===== config.mk =====
export PLATFORM = sky130hd
export DESIGN_NAME = text_console_writer
export DESIGN_NICKNAME = d
export VERILOG_FILES = /design/src/rtl/console_pkg.sv /design/src/rtl/console_cursor.sv /design/src/rtl/text_console_writer.sv
export SDC_FILE = /design/constraint.sdc
export NUM_CORES = 1
export LEC_CHECK = 0
export CORE_ASPECT_RATIO = 0.6
export CORE_MARGIN = 8
export CORE_UTILIZATION = 59
export DETAILED_ROUTE_END_ITERATION = 12
export PLACE_DENSITY = 0.93
export SLEW_MARGIN = 20
export SYNTH_ARGS = -nofsm -noshare
export SYNTH_HDL_FRONTEND = slang
export SYNTH_SLANG_ARGS = --single-unit

===== constraint.sdc =====
create_clock -name clk -period 3.7 [get_ports clk]
set_input_delay 0.555 -clock clk [delete_from_list [all_inputs] [get_ports clk]]
set_output_delay 0.555 -clock clk [all_outputs]
set_load 0.01 [all_outputs]

===== src/rtl/console_pkg.sv =====
// Shared definitions for the text console writer: control codes, FSM
// state encoding and default screen geometry.
package console_pkg;

  localparam logic [7:0] CC_BS = 8'h08;
  localparam logic [7:0] CC_LF = 8'h0A;
  localparam logic [7:0] CC_FF = 8'h0C;
  localparam logic [7:0] CC_CR = 8'h0D;

  localparam int         DEF_COLS  = 40;
  localparam int         DEF_ROWS  = 15;
  localparam logic [7:0] DEF_BLANK = 8'h20;

  typedef enum logic [1:0] {
    CLR_SCREEN = 2'd0,
    IDLE       = 2'd1,
    WRITE      = 2'd2,
    CLR_LINE   = 2'd3
  } state_t;

endpackage


===== src/rtl/console_cursor.sv =====
// Cursor position for the text console: column/row counters, a row-base
// register stepped by COLS instead of a multiplier, row wrap and the linear
// cell address.
module console_cursor #(
  parameter int A    = 10,
  parameter int COLS = 40,
  parameter int ROWS = 15
) (
  input  logic         clk,
  input  logic         reset,
  input  logic         inc,
  input  logic         newline,
  input  logic         cr,
  input  logic         bs,
  input  logic         home,
  output logic [5:0]   col,
  output logic [3:0]   row,
  output logic [A-1:0] row_base,
  output logic [A-1:0] next_base,
  output logic [A-1:0] addr,
  output logic         at_last_col,
  output logic         at_first_col
);

  localparam logic [5:0]   LAST_COL = 6'(COLS - 1);
  localparam logic [3:0]   LAST_ROW = 4'(ROWS - 1);
  localparam logic [A-1:0] ROW_STEP = A'(COLS);

  logic [3:0] next_row;

  // Row wrap and derived addresses
  always_comb begin
    at_last_col  = (col == LAST_COL);
    at_first_col = (col == '0);
    next_row     = (row == LAST_ROW) ? '0 : row + 4'd1;
    next_base    = (row == LAST_ROW) ? '0 : row_base + ROW_STEP;
    addr         = row_base + A'(col);
  end

  // Cursor update; home has priority, then line advance, then column moves
  always_ff @(posedge clk or posedge reset) begin
    if (reset) begin
      col      <= '0;
      row      <= '0;
      row_base <= '0;
    end else if (home) begin
      col      <= '0;
      row      <= '0;
      row_base <= '0;
    end else if (newline || (inc && at_last_col)) begin
      col      <= '0;
      row      <= next_row;
      row_base <= next_base;
    end else if (inc) begin
      col <= col + 6'd1;
    end else if (cr) begin
      col <= '0;
    end else if (bs && !at_first_col) begin
      col <= col - 6'd1;
    end
  end

endmodule


===== src/rtl/text_console_writer.sv =====
// Byte-serial character stream to text video RAM writer. Interprets
// BS/LF/FF/CR, blanks each row on entry and clears the whole screen after
// reset or form feed.
module text_console_writer
  import console_pkg::*;
#(
  parameter int             A     = 10,
  parameter int             D     = 8,
  parameter int             COLS  = DEF_COLS,
  parameter int             ROWS  = DEF_ROWS,
  parameter logic [D-1:0]   BLANK = D'(DEF_BLANK)
) (
  input  logic         clk,
  input  logic         reset,
  input  logic         char_valid,
  input  logic [D-1:0] char_data,
  output logic         char_ready,
  output logic         we,
  output logic [A-1:0] waddr,
  output logic [D-1:0] wdata,
  output logic [5:0]   cursor_col,
  output logic [3:0]   cursor_row,
  output logic         busy
);

  localparam logic [A:0] N_CELLS    = (A + 1)'(COLS * ROWS);
  localparam logic [A:0] LINE_CELLS = (A + 1)'(COLS);

  state_t       state;
  logic [A:0]   cnt;
  logic         adv;
  logic         accept;
  logic         cur_inc;
  logic         cur_newline;
  logic         cur_cr;
  logic         cur_bs;
  logic         cur_home;
  logic [A-1:0] row_base;
  logic [A-1:0] next_base;
  logic [A-1:0] cur_addr;
  logic         at_last_col;
  logic         at_first_col;

  console_cursor #(
    .A    (A),
    .COLS (COLS),
    .ROWS (ROWS)
  ) u_cursor (
    .clk          (clk),
    .reset        (reset),
    .inc          (cur_inc),
    .newline      (cur_newline),
    .cr           (cur_cr),
    .bs           (cur_bs),
    .home         (cur_home),
    .col          (cursor_col),
    .row          (cursor_row),
    .row_base     (row_base),
    .next_base    (next_base),
    .addr         (cur_addr),
    .at_last_col  (at_last_col),
    .at_first_col (at_first_col)
  );

  // Handshake, status and cursor control decode
  always_comb begin
    char_ready  = (state == IDLE);
    busy        = (state == CLR_SCREEN) || (state == CLR_LINE);
    accept      = char_valid && (state == IDLE);
    cur_inc     = (state == WRITE) && adv;
    cur_newline = accept && (char_data == D'(CC_LF));
    cur_cr      = accept && (char_data == D'(CC_CR));
    cur_bs      = accept && (char_data == D'(CC_BS)) && !at_first_col;
    cur_home    = (state == CLR_SCREEN) && (cnt == N_CELLS);
  end

  // FSM and registered RAM write port. A row clear issues its first cell
  // on the entering edge (using next_base, since the cursor row moves on
  // that same edge) so we stays high for exactly COLS cycles in CLR_LINE.
  always_ff @(posedge clk or posedge reset) begin
    if (reset) begin
      state <= CLR_SCREEN;
      cnt   <= '0;
      adv   <= 1'b0;
      we    <= 1'b0;
      waddr <= '0;
      wdata <= BLANK;
    end else begin
      case (state)
        CLR_SCREEN: begin
          if (cnt == N_CELLS) begin
            we    <= 1'b0;
            state <= IDLE;
          end else begin
            we    <= 1'b1;
            waddr <= cnt[A-1:0];
            wdata <= BLANK;
            cnt   <= cnt + 1'b1;
          end
        end
        IDLE: begin
          if (char_valid) begin
            if (char_data == D'(CC_LF)) begin
              we    <= 1'b1;
              waddr <= next_base;
              wdata <= BLANK;
              cnt   <= (A + 1)'(1);
              state <= CLR_LINE;
            end else if (char_data == D'(CC_CR)) begin
              state <= IDLE;
            end else if (char_data == D'(CC_BS)) begin
              if (!at_first_col) begin
                we    <= 1'b1;
                waddr <= cur_addr - A'(1);
                wdata <= BLANK;
                adv   <= 1'b0;
                state <= WRITE;
              end
            end else if (char_data == D'(CC_FF)) begin
              we    <= 1'b1;
              waddr <= '0;
              wdata <= BLANK;
              cnt   <= (A + 1)'(1);
              state <= CLR_SCREEN;
            end else begin
              we    <= 1'b1;
              waddr <= cur_addr;
              wdata <= char_data;
              adv   <= 1'b1;
              state <= WRITE;
            end
          end
        end
        WRITE: begin
          if (adv && at_last_col) begin
            we    <= 1'b1;
            waddr <= next_base;
            wdata <= BLANK;
            cnt   <= (A + 1)'(1);
            state <= CLR_LINE;
          end else begin
            we    <= 1'b0;
            state <= IDLE;
          end
        end
        CLR_LINE: begin
          if (cnt == LINE_CELLS) begin
            we    <= 1'b0;
            state <= IDLE;
          end else begin
            waddr <= row_base + A'(cnt);
            cnt   <= cnt + 1'b1;
          end
        end
        default: state <= CLR_SCREEN;
      endcase
    end
  end

endmodule

==> impl_metrics.tcl <==
set metrics [dict create \
    io_pins 42 \
    clock_path_buffers 2 \
    period_needed_ns 3.244 \
    clock_skew_ns 0.01142 \
    ys_async_sr_fraction_pct 100.0 \
    fin_crit_sh_pct 87.69 \
    crit_type "reg2reg" \
    final_common_cell "nand2_1" \
    crit_arrival_ns 3.46 \
    htree_num_levels 2 \
    post_drt_wl_per_cell_um 19.35 \
    firstDrtPassIters 6 \
    grt_use_total_pct 25.23 \
    crit_fanout 5 \
    min_to "waddr[5]" \
    grt.overflow.total 0 \
    portBuffers 41 \
    coreArea_um2 7267 \
    slew_viol_final 0 \
    clk_latency_ns 0.31 \
    yosysWarnings 0 \
    setup_viol 0 \
    drtIter0Drc 600 \
    grt_pass1_wl_um 22020 \
    via_per_inst 6.666 \
    fillers 593 \
    grt_antenna_before_repair 0 \
    synthFlopType "dfrtp_1" \
    rsz0062_at_grt "no" \
    std_cell_rows 24 \
    grt_pass1_vias 4303 \
    leakage_nw 2.088 \
    ir_drop_v 0.0002996 \
    hold_path_depth 2 \
    hpwlAfterDp_um 9634 \
    die_area_um2 10640 \
    hp-class "reg2reg" \
    synth_top_area_share_pct 29.34 \
    syn-instance-count 546 \
    root_buffer "clkbuf_16" \
    clock-sinks 53 \
    synth_area_per_cell_um2 8.124 \
    r2r_slack_ns 0.46 \
    synth_area_leaders "dfrtp_1 29%, ha_1 7.3%, o21ai_0 5.3%, a21oi_1 5.2%, nand2_1 4.9%" \
    worstPathRequired_ns 3.92 \
    num_vias 4533 \
    seq_area_um2 1328 \
    die_w_um 127.9 \
    cp-end-kind "register" \
    status "finished clean" \
    nets 614 \
    cts_resized 0 \
    drtAntennaViolNets 0 \
    postCtsSetupBuffers 0 \
    cts_hold_buf 0 \
    final_cell_mix "58 x nand2_1, 52 x dfrtp_1, 47 x o21ai_0" \
    worst_slew_pin_slew_ns 0.6720 \
    drv_cap 0 \
    drt_wl_total_um 13160 \
    synth_cell_types 71 \
    drc 0 \
    finalHoldViolCount 0 \
    grt_start_max_net_pins 54 \
    hold_start "waddr[5]" \
    fin_tns_setup_ns 0 \
    crit_path_start_kind "register" \
    multi_input_area_um2 2883 \
    cts_buffers 5 \
    reg2regPathDepth 10 \
    timing.fmax_mhz 308.2 \
    synth.largest_area_cell "dfrtp_1" \
    start_util_pct 61.04 \
    syn_nets 585 \
    die_h_um 83.16 \
    rr_endpoint "waddr[3]" \
    worst_r2r_startpoint "u_cursor.row_base[0]" \
    cts_tree "yes" \
    path_clk_slew_ns 0.07 \
    num_antenna_cells 0 \
    setup_slack_ns 0.4555 \
    synth_seq_cells 53 \
    dp_slack_ns 0.5353 \
    syn-cell-area_um2 4436 \
    synth_edf_count 0 \
    power.total_w 0.003288 \
    slew_headroom_pct 55.20 \
    p_per_area_nw_per_um2 646.4 \
    ys_seq_area_share_pct 29.93 \
    drive_gt1_share_pct 5.556 \
    syn2layout_area_growth_pct 14.67 \
    gp_congestion 0.9453 \
]
-- per-stage QoR --
| stage | util, % | area [µm²] | hold slack [ns] | std cells |
|---|---|---|---|---|
| 4_1_cts | 69.99 | 5086 | 0.4838 | 680 |
| 2_1_floorplan | - | 4436 | 0.4526 | 546 |
| 3_3_place_gp | 67.65 | 4916 | 0.4610 | 672 |
| 5_1_grt | 69.99 | 5086 | 0.5143 | 680 |
| 3_5_place_dp | 67.68 | 4918 | 0.4677 | 672 |
| 6_report | 69.99 | 5086 | 0.4830 | 680 |
-- per-layer routing --
layer	routed length (µm)	track usage, %	up-vias
met4	197	7.403	0
met1	5849	35.57	2187
met3	1452	7.844	26
met5	0	0	-
li1	-	-	2073
met2	5658	35.85	247
-- worst max-delay path, cell delays in order, from the launching register on --
cell and delay [ns]:
dfrtp_1 0.50, ha_1 0.30, inv_1 0.08, fa_1 0.40
xor2_1 0.40, nand3_1 0.21, a2111oi_0 0.51, a311oi_1 0.13
o21ai_0 0.29, a211oi_1 0.13, o31ai_1 0.20
-- registers in the layout, summed over array words and instances (netlist names) --
signal	cells
cnt	11
u_cursor.row_base	10
waddr	10
wdata	8
u_cursor.col	6
u_cursor.row	4
state	2
adv	1
we	1
-- report_power, final --
part | internal, W | switching, W | leakage, nW | total [W]
Sequential | 0.000734 | 0.000182 | 0.688 | 0.000916
Combinational | 0.000751 | 0.00107 | 1.32 | 0.00182
Clock | 0.000321 | 0.000228 | 0.0810 | 0.000550
Total | 0.00181 | 0.00148 | 2.09 | 0.00329
-- kinds of logic (layout without fill, tap and decap cells) --
group           after synthesis  in the layout  share of synthesized area [%]
compound gates              170            170                          25.59
buf+inv                      55             85                          5.077
mux                           4              4                         0.9309
simple gates                218            218                          26.69
fa+ha+maj                    28             28                          8.237
xor+xnor                     18             18                          3.554
flops                        53             53                          29.93
-- synthesized netlist by cell type (8+ instances only) --
master	count
nand2_1	58
dfrtp_1	52
o21ai_0	47
a21oi_1	46
nor2_1	45
inv_1	28
ha_1	26
nand3_1	21
clkbuf_1	18
o31ai_1	16
and3_1	12
nor3_1	12
xnor2_1	12
and2_1	9
nand4b_1	9
nand2b_1	8
nor2b_1	8
-- how the worst max path moves through the flow --
stage,start,end,slack (ns),cells past startpoint
4_1_cts,u_cursor.row_base[0],waddr[8],0.65,10
5_1_grt,u_cursor.row_base[0],waddr[3],0.23,10
2_1_floorplan,cnt[4],waddr[9],1.13,8
6_report,u_cursor.row_base[0],waddr[3],0.46,10
3_3_place_gp,char_data[4],u_cursor.col[4],0.68,9
3_5_place_dp,char_data[4],u_cursor.col[4],0.54,9
-- area by class of cell --
type / instances / area share [%]
multi-input combinational: 438 / 56.68
sequential: 53 / 26.10
timing repair buffer: 49 / 9.250
tap: 104 / 2.558
clock buffer: 6 / 2.534
inverter: 28 / 2.116
clock inverter: 2 / 0.7626
(Power assumes the default switching activity.)
